[config.mk]
export PLATFORM = sky130hd
export DESIGN_NAME = pipelined_adder
export DESIGN_NICKNAME = d
export VERILOG_FILES = /design/src/rtl/pipelined_adder.sv
export SDC_FILE = /design/constraint.sdc
export NUM_CORES = 1
export LEC_CHECK = 0
export ABC_AREA = 1
export BUFFER_PORTS_ARGS = -buffer_cell sky130_fd_sc_hd__buf_2
export CORE_ASPECT_RATIO = 0.9
export CORE_MARGIN = 4
export CORE_UTILIZATION = 40
export CTS_CLUSTER_SIZE = 14
export DETAILED_ROUTE_END_ITERATION = 6
export PLACE_DENSITY_LB_ADDON = 0.1
export SLEW_MARGIN = 0
export SYNTH_ARGS = -nofsm -noshare
export SYNTH_HDL_FRONTEND = slang
export SYNTH_SLANG_ARGS = --single-unit
[constraint.sdc]
create_clock -name clk -period 11.79 [get_ports clk]
set_clock_uncertainty 0.15 [all_clocks]
set_input_delay 1.7685 -clock clk [delete_from_list [all_inputs] [get_ports clk]]
set_output_delay 1.7685 -clock clk [all_outputs]
set_load 0.01 [all_outputs]
[src/rtl/pipelined_adder.sv]
// Pipelined add/subtract unit: the carry chain is cut into STAGES chunks with a registered carry
// between them, and every stage moves under a single global advance enable.
module pipelined_adder #(
    parameter int unsigned WIDTH  = 32,
    parameter int unsigned STAGES = 4
) (
    input  logic             clk,
    input  logic             rst,
    input  logic             in_valid,
    output logic             in_ready,
    input  logic [WIDTH-1:0] a,
    input  logic [WIDTH-1:0] b,
    input  logic             sub,
    output logic             out_valid,
    input  logic             out_ready,
    output logic [WIDTH-1:0] sum,
    output logic             cout,
    output logic             overflow,
    output logic             zero
);

    localparam int unsigned CW   = WIDTH / STAGES;
    localparam int unsigned LAST = STAGES - 1;

    // Per-stage registers: operands still to be consumed, partial sum, carry into next chunk.
    logic             r_vld [STAGES];
    logic [WIDTH-1:0] r_a   [STAGES];
    logic [WIDTH-1:0] r_b   [STAGES];
    logic [WIDTH-1:0] r_s   [STAGES];
    logic             r_c   [STAGES];
    logic             r_ovf;
    logic             r_zero;

    logic             w_adv;
    logic             w_v_in   [STAGES];
    logic [WIDTH-1:0] w_a_in   [STAGES];
    logic [WIDTH-1:0] w_b_in   [STAGES];
    logic [WIDTH-1:0] w_s_in   [STAGES];
    logic             w_c_in   [STAGES];
    logic [CW:0]      w_chunk  [STAGES];
    logic [WIDTH-1:0] w_s_nxt  [STAGES];
    logic             w_ovf_nxt;
    logic             w_zero_nxt;

    assign w_adv    = !r_vld[LAST] || out_ready;
    assign in_ready = w_adv;

    // Stage inputs and chunk additions; stage 0 takes the ports, later stages their predecessor.
    always_comb begin
        w_v_in[0] = in_valid;
        w_a_in[0] = a;
        w_b_in[0] = sub ? ~b : b;
        w_s_in[0] = '0;
        w_c_in[0] = sub;
        for (int k = 1; k < STAGES; k++) begin
            w_v_in[k] = r_vld[k-1];
            w_a_in[k] = r_a[k-1];
            w_b_in[k] = r_b[k-1];
            w_s_in[k] = r_s[k-1];
            w_c_in[k] = r_c[k-1];
        end
        for (int k = 0; k < STAGES; k++) begin
            w_chunk[k] = (CW+1)'(w_a_in[k][k*CW +: CW])
                       + (CW+1)'(w_b_in[k][k*CW +: CW])
                       + (CW+1)'(w_c_in[k]);
            w_s_nxt[k] = w_s_in[k];
            w_s_nxt[k][k*CW +: CW] = w_chunk[k][CW-1:0];
        end
        // Carry into the MSB is recovered from the MSB sum bit and the two operand MSBs.
        w_zero_nxt = (w_s_nxt[LAST] == '0);
        w_ovf_nxt  = w_chunk[LAST][CW] ^ (w_s_nxt[LAST][WIDTH-1]
                                         ^ w_a_in[LAST][WIDTH-1]
                                         ^ w_b_in[LAST][WIDTH-1]);
    end

    always_ff @(posedge clk) begin
        if (rst) begin
            for (int k = 0; k < STAGES; k++) begin
                r_vld[k] <= 1'b0;
                r_a[k]   <= '0;
                r_b[k]   <= '0;
                r_s[k]   <= '0;
                r_c[k]   <= 1'b0;
            end
            r_ovf  <= 1'b0;
            r_zero <= 1'b0;
        end else if (w_adv) begin
            for (int k = 0; k < STAGES; k++) begin
                r_vld[k] <= w_v_in[k];
                if (w_v_in[k]) begin
                    r_a[k] <= w_a_in[k];
                    r_b[k] <= w_b_in[k];
                    r_s[k] <= w_s_nxt[k];
                    r_c[k] <= w_chunk[k][CW];
                end
            end
            if (w_v_in[LAST]) begin
                r_ovf  <= w_ovf_nxt;
                r_zero <= w_zero_nxt;
            end
        end
    end

    assign out_valid = r_vld[LAST];
    assign sum       = r_s[LAST];
    assign cout      = r_c[LAST];
    assign overflow  = r_ovf;
    assign zero      = r_zero;

endmodule

* Word-level counts from Yosys, hierarchy flattened *
Memory sizes are Yosys's and may differ from the RTL's.
Index checks and enable logic that the tools add are counted.

operators by class
  add/subtract/negate cells = 8
  $mul = 0
  divide/modulo/power cells = 0
  order comparisons = 0
  equality and inequality tests = 0
  shift-type cells = 0
  muxes and demuxes = 42
  bitwise gates (word level) = 24
  reduce and logical (&&, ||, !) cells = 4

operator list
  operator                                count
  32-bit 2-to-1 mux                       13
  8-bit by 8-bit adder with 9-bit output  4
  9-bit by 1-bit adder with 9-bit output  4
  32-bit logical NOT                      1
  32-bit inverter                         1
  1-bit 2-to-1 mux                        29
  1-bit bitwise OR                        20
  1-bit bitwise XOR                       3
  2-bit AND reduction                     1
  1-bit logical NOT                       1
  1-bit logical OR                        1

word-level totals
  register bits = 2
  latch bits = 0
  bits in writable memories = 392
  ROM bits = 0
  input bits = 69
  word-level logic and storage cells = 85
  memories kept = 5

memories
  memory  words  width  rd ports  clocked after Yosys merged registers in  wr ports  line  text
  r_a     4      32     3         0                                        4         27    logic [WIDTH-1:0] r_a [STAGES];
  r_b     4      32     3         0                                        4         28    logic [WIDTH-1:0] r_b [STAGES];
  r_s     4      32     4         0                                        4         29    logic [WIDTH-1:0] r_s [STAGES];
  r_c     4      1      4         0                                        4         30    logic r_c [STAGES];
  r_vld   4      1      4         0                                        4         26    logic r_vld [STAGES];

* Depth between registers and ports, before layout *
An unclocked memory read counts as a cell.

  depth in word-level cells = 7
  gate-level depth with buffers = 11
  depth with buffers taken out = 11

* Worst setup path after synthesis *
OpenSTA, ideal clock, no wires.

  kind = input-to-reg
  start = input port out_ready
  end = memory r_a[0][10] (enable)
  data arrival time = 5.954 ns
  data required time = 11.089 ns
  path slack = 5.136 ns
  cell stages on the path = 4
  buffers on the path = 0
  path through = inv_2 -> nand2_4 -> inv_2 -> o21ai_0

RTL lines
  what                line  text
  start: declaration  15    input logic out_ready,
  end: declaration    27

* Final worst setup path *
  start = input port out_ready
  end = output port in_ready

between the ends
  cells in the longest elaborated chain, start to end = 1

ends and longest elaborated chain
  what              line  text
  1-bit logical OR  45    assign w_adv = !r_vld[LAST] || out_ready;
  end: declaration  10    output logic in_ready,

No other way between the ends.

==> results by group <==
Synthesis
  – Library cells used by synthesis: 34
  – Largest area contributor in the netlist: edfxtp_1
  – Post-synthesis sequential area ratio: 0.632
  – Synth area leaders: edfxtp_1 (63%), nor2_1 (7.7%), inv_1 (7.2%), ha_1 (4.0%), nand2_1 (2.7%)
  – Yosys warns: 0
  – Mapped Cells: 816
  – Yosys top cell area share: 0.628
  – Mapped cell area: 0.00880 mm^2
  – Syn avg cell area: 10.8 um^2
  – Syn Nets: 920
  – Synth Register Bits: 186

STA
  – Slew HR: 0.431
  – Setup_tns: 0 ps
  – Final setup margin: 7760 ps
  – Count of final max-slew check failures: 0
  – Slew @ Worst Pin: 852 ps
  – Final Hold Fails: 0
  – RSZ-0062 raised after global routing: no
  – Final setup vio count: 0
  – Period minus WS final: 4030 ps
  – Final period util: 0.342
  – F_max: 248 MHz

Die
  – DIE HEIGHT: 149 um
  – Initial Util: 0.407
  – Chip width: 164 um
  – Core area: 0.0216 mm^2
  – Num ports: 106
  – Row cnt: 51
  – Die Footprint: 0.0244 mm^2

Setup path
  – Critical Path End Type: output port
  – WP data arrival: 2110 ps
  – CP max FO: 3
  – CP required: 9870 ps
  – Crit Path Category: in2out
  – CP Launch Type: primary input

Global routing
  – Initial antenna violation count: 0
  – First-pass GRT wire length: 25.3 mm
  – Overflow after GRT: 0
  – Largest net degree at the start of global routing: 58
  – Vias in the first global route: 4,963
  – All-Layer GR Usage: 0.130

CTS
  – Worst skew pair latency: 420 ps
  – Cts hold-fix bufs: 0
  – Clk root buf: clkbuf_16
  – Resize count post-CTS: 0
  – Total CTS buffers: 17
  – Setup Fix Bufs, Post-CTS: 0
  – CTS Sinks: 186
  – Clock Path Buffers: 2
  – Worst-path clk slew: 70 ps
  – TritonCTS clock tree: yes
  – H-tree Lvls: 4

Layout
  – Ant. Diodes: 0
  – Layout cells sized above 1: 0.177
  – Area delta synth->final: 16.1%
  – Final Net Count: 1,029

Placed design
  – Post-DP HPWL: 11.0 mm
  – Pre-CTS WS: 7700 ps
  – IO buf count: 105
  – Final GP Congestion: 0.768

Drt
  – DRC: 0
  – Detailed Routing Iterations Pass 1: 5
  – Detail Route Antenna Nets: 0
  – Via Count: 5,188
  – Total Routed Length: 15.2 mm
  – Avg WL per Cell: 12.3 um
  – DR iter-0 viols: 279
  – DR vias/cell: 4.22

Pwr
  – LEAKAGE: 4.50 nW
  – Peak VDD IR: 88.5 uV
  – PD cells: 149 mW/mm^2

Run
  – Max-cap viol count: 0

Worst hold path
  – Hold Path Class: reg2reg

Status
  – Status: completed
==> critical path: stages <==
cell,delay (ps)
buf_2,100
inv_2,60
nand2_4,50
buf_2,140
==> path summary, 6_finish.rpt <==
kind / from / to / slack (ps) / depth (start not counted)
worst max-delay path: out_ready / in_ready / 7760 / 4
worst min-delay path: zero$_SDFFE_PP0P_ / zero$_SDFFE_PP0P_ / 330 / 2
worst max register to register: r_c[1]$_SDFFCE_PN0P_ / r_s[2][22]$_SDFFCE_PN0P_ / 9440 / 11
worst min register to register: zero$_SDFFE_PP0P_ / zero$_SDFFE_PP0P_ / 330 / 2
==> power breakdown <==
| group | total (W) | switching [W] | internal, W |
|---|---|---|---|
| Sequential | 0.000793 | 0.0000158 | 0.000777 |
| Combinational | 0.000167 | 0.000107 | 0.0000603 |
| Clock | 0.000562 | 0.000262 | 0.000300 |
==> Yosys cell counts, drive strengths merged <==
cell type and n:
a211oi 2, a21oi 42, a221oi 3, buf 19
dfxtp 2, edfxtp 184, fa 7, ha 28
inv 176, nand2 67, nand3 24, nand3b 3
nand4 7, nor2 186, nor3 5, o211ai 1
o21a 1, o21ai 19, o21bai 4, o31a 1
or2 1, xnor2 27, xor2 7
==> registers in the layout, summed over array words and instances (netlist names) <==
signal,flops
r_s,80
r_vld,4
overflow,1
r_a,48
r_c,4
zero,1
r_b,48
==> layout make-up <==
cell class                      count  area [um^2]
Inverter                          176          663
Clock buffer                       17          425
Timing Repair Buffer              109          556
Fill cell                        2048        11400
Tap cell                          291          364
Multi-Input combinational cell    435         2490
Sequential cell                   186         5570
Clock inverter                     15          154
==> logic make-up after synthesis <==
family / Yosys count / synth area share
XOR/XNOR: 34 / 0.0338
AO/OA/AOI/OAI: 73 / 0.0468
adder cells (fa/ha/maj): 35 / 0.0557
buffers and inverters: 195 / 0.0883
AND/OR/NAND/NOR: 293 / 0.143
flip-flops: 186 / 0.632
==> layer usage <==
| layer | up-vias | routed length, um | GRT usage |
|---|---|---|---|
| li1 | 2844 | - | - |
| met1 | 2216 | 8640 | 0.220 |
| met2 | 115 | 5640 | 0.162 |
| met3 | 13 | 704 | 0.0277 |
| met4 | 0 | 166 | 0.0403 |
| met5 | - | 0 | 0 |
==> metrics by stage <==
step | total power (W) | util | cells | hold WS [ps] | cell area, um^2
after CTS | 0.00154 | 0.472 | 1229 | 337 | 10200
final | 0.00152 | 0.472 | 1229 | 331 | 10200
after global placement | 0.000976 | 0.446 | 1197 | 325 | 9640
after global routing | 0.00159 | 0.472 | 1229 | 361 | 10200
after floorplan | 0.000925 | - | 816 | 343 | 8800
after detailed placement | 0.000977 | 0.446 | 1197 | 327 | 9640
==> placed cells by master (no fill, tap or decap), types with 3 or more instances in the layout <==
cell | netlist | routed
a21oi_1 | 40 | 40
a221oi_1 | 3 | 3
buf_2 | 16 | 105
buf_4 | 0 | 4
clkbuf_16 | 0 | 17
edfxtp_1 | 184 | 184
fa_1 | 7 | 7
ha_1 | 28 | 28
inv_1 | 169 | 169
inv_2 | 6 | 6
inv_6 | 0 | 4
inv_8 | 0 | 5
nand2_1 | 63 | 63
nand2_2 | 3 | 3
nand3_1 | 21 | 21
nand3_2 | 3 | 3
nand3b_1 | 3 | 3
nand4_1 | 7 | 7
nor2_1 | 180 | 180
nor2_8 | 3 | 3
nor3_1 | 5 | 5
o21ai_0 | 18 | 15
o21ai_4 | 0 | 3
o21bai_1 | 4 | 4
xnor2_1 | 27 | 27
xor2_1 | 7 | 7
(Power assumes the default switching activity.)
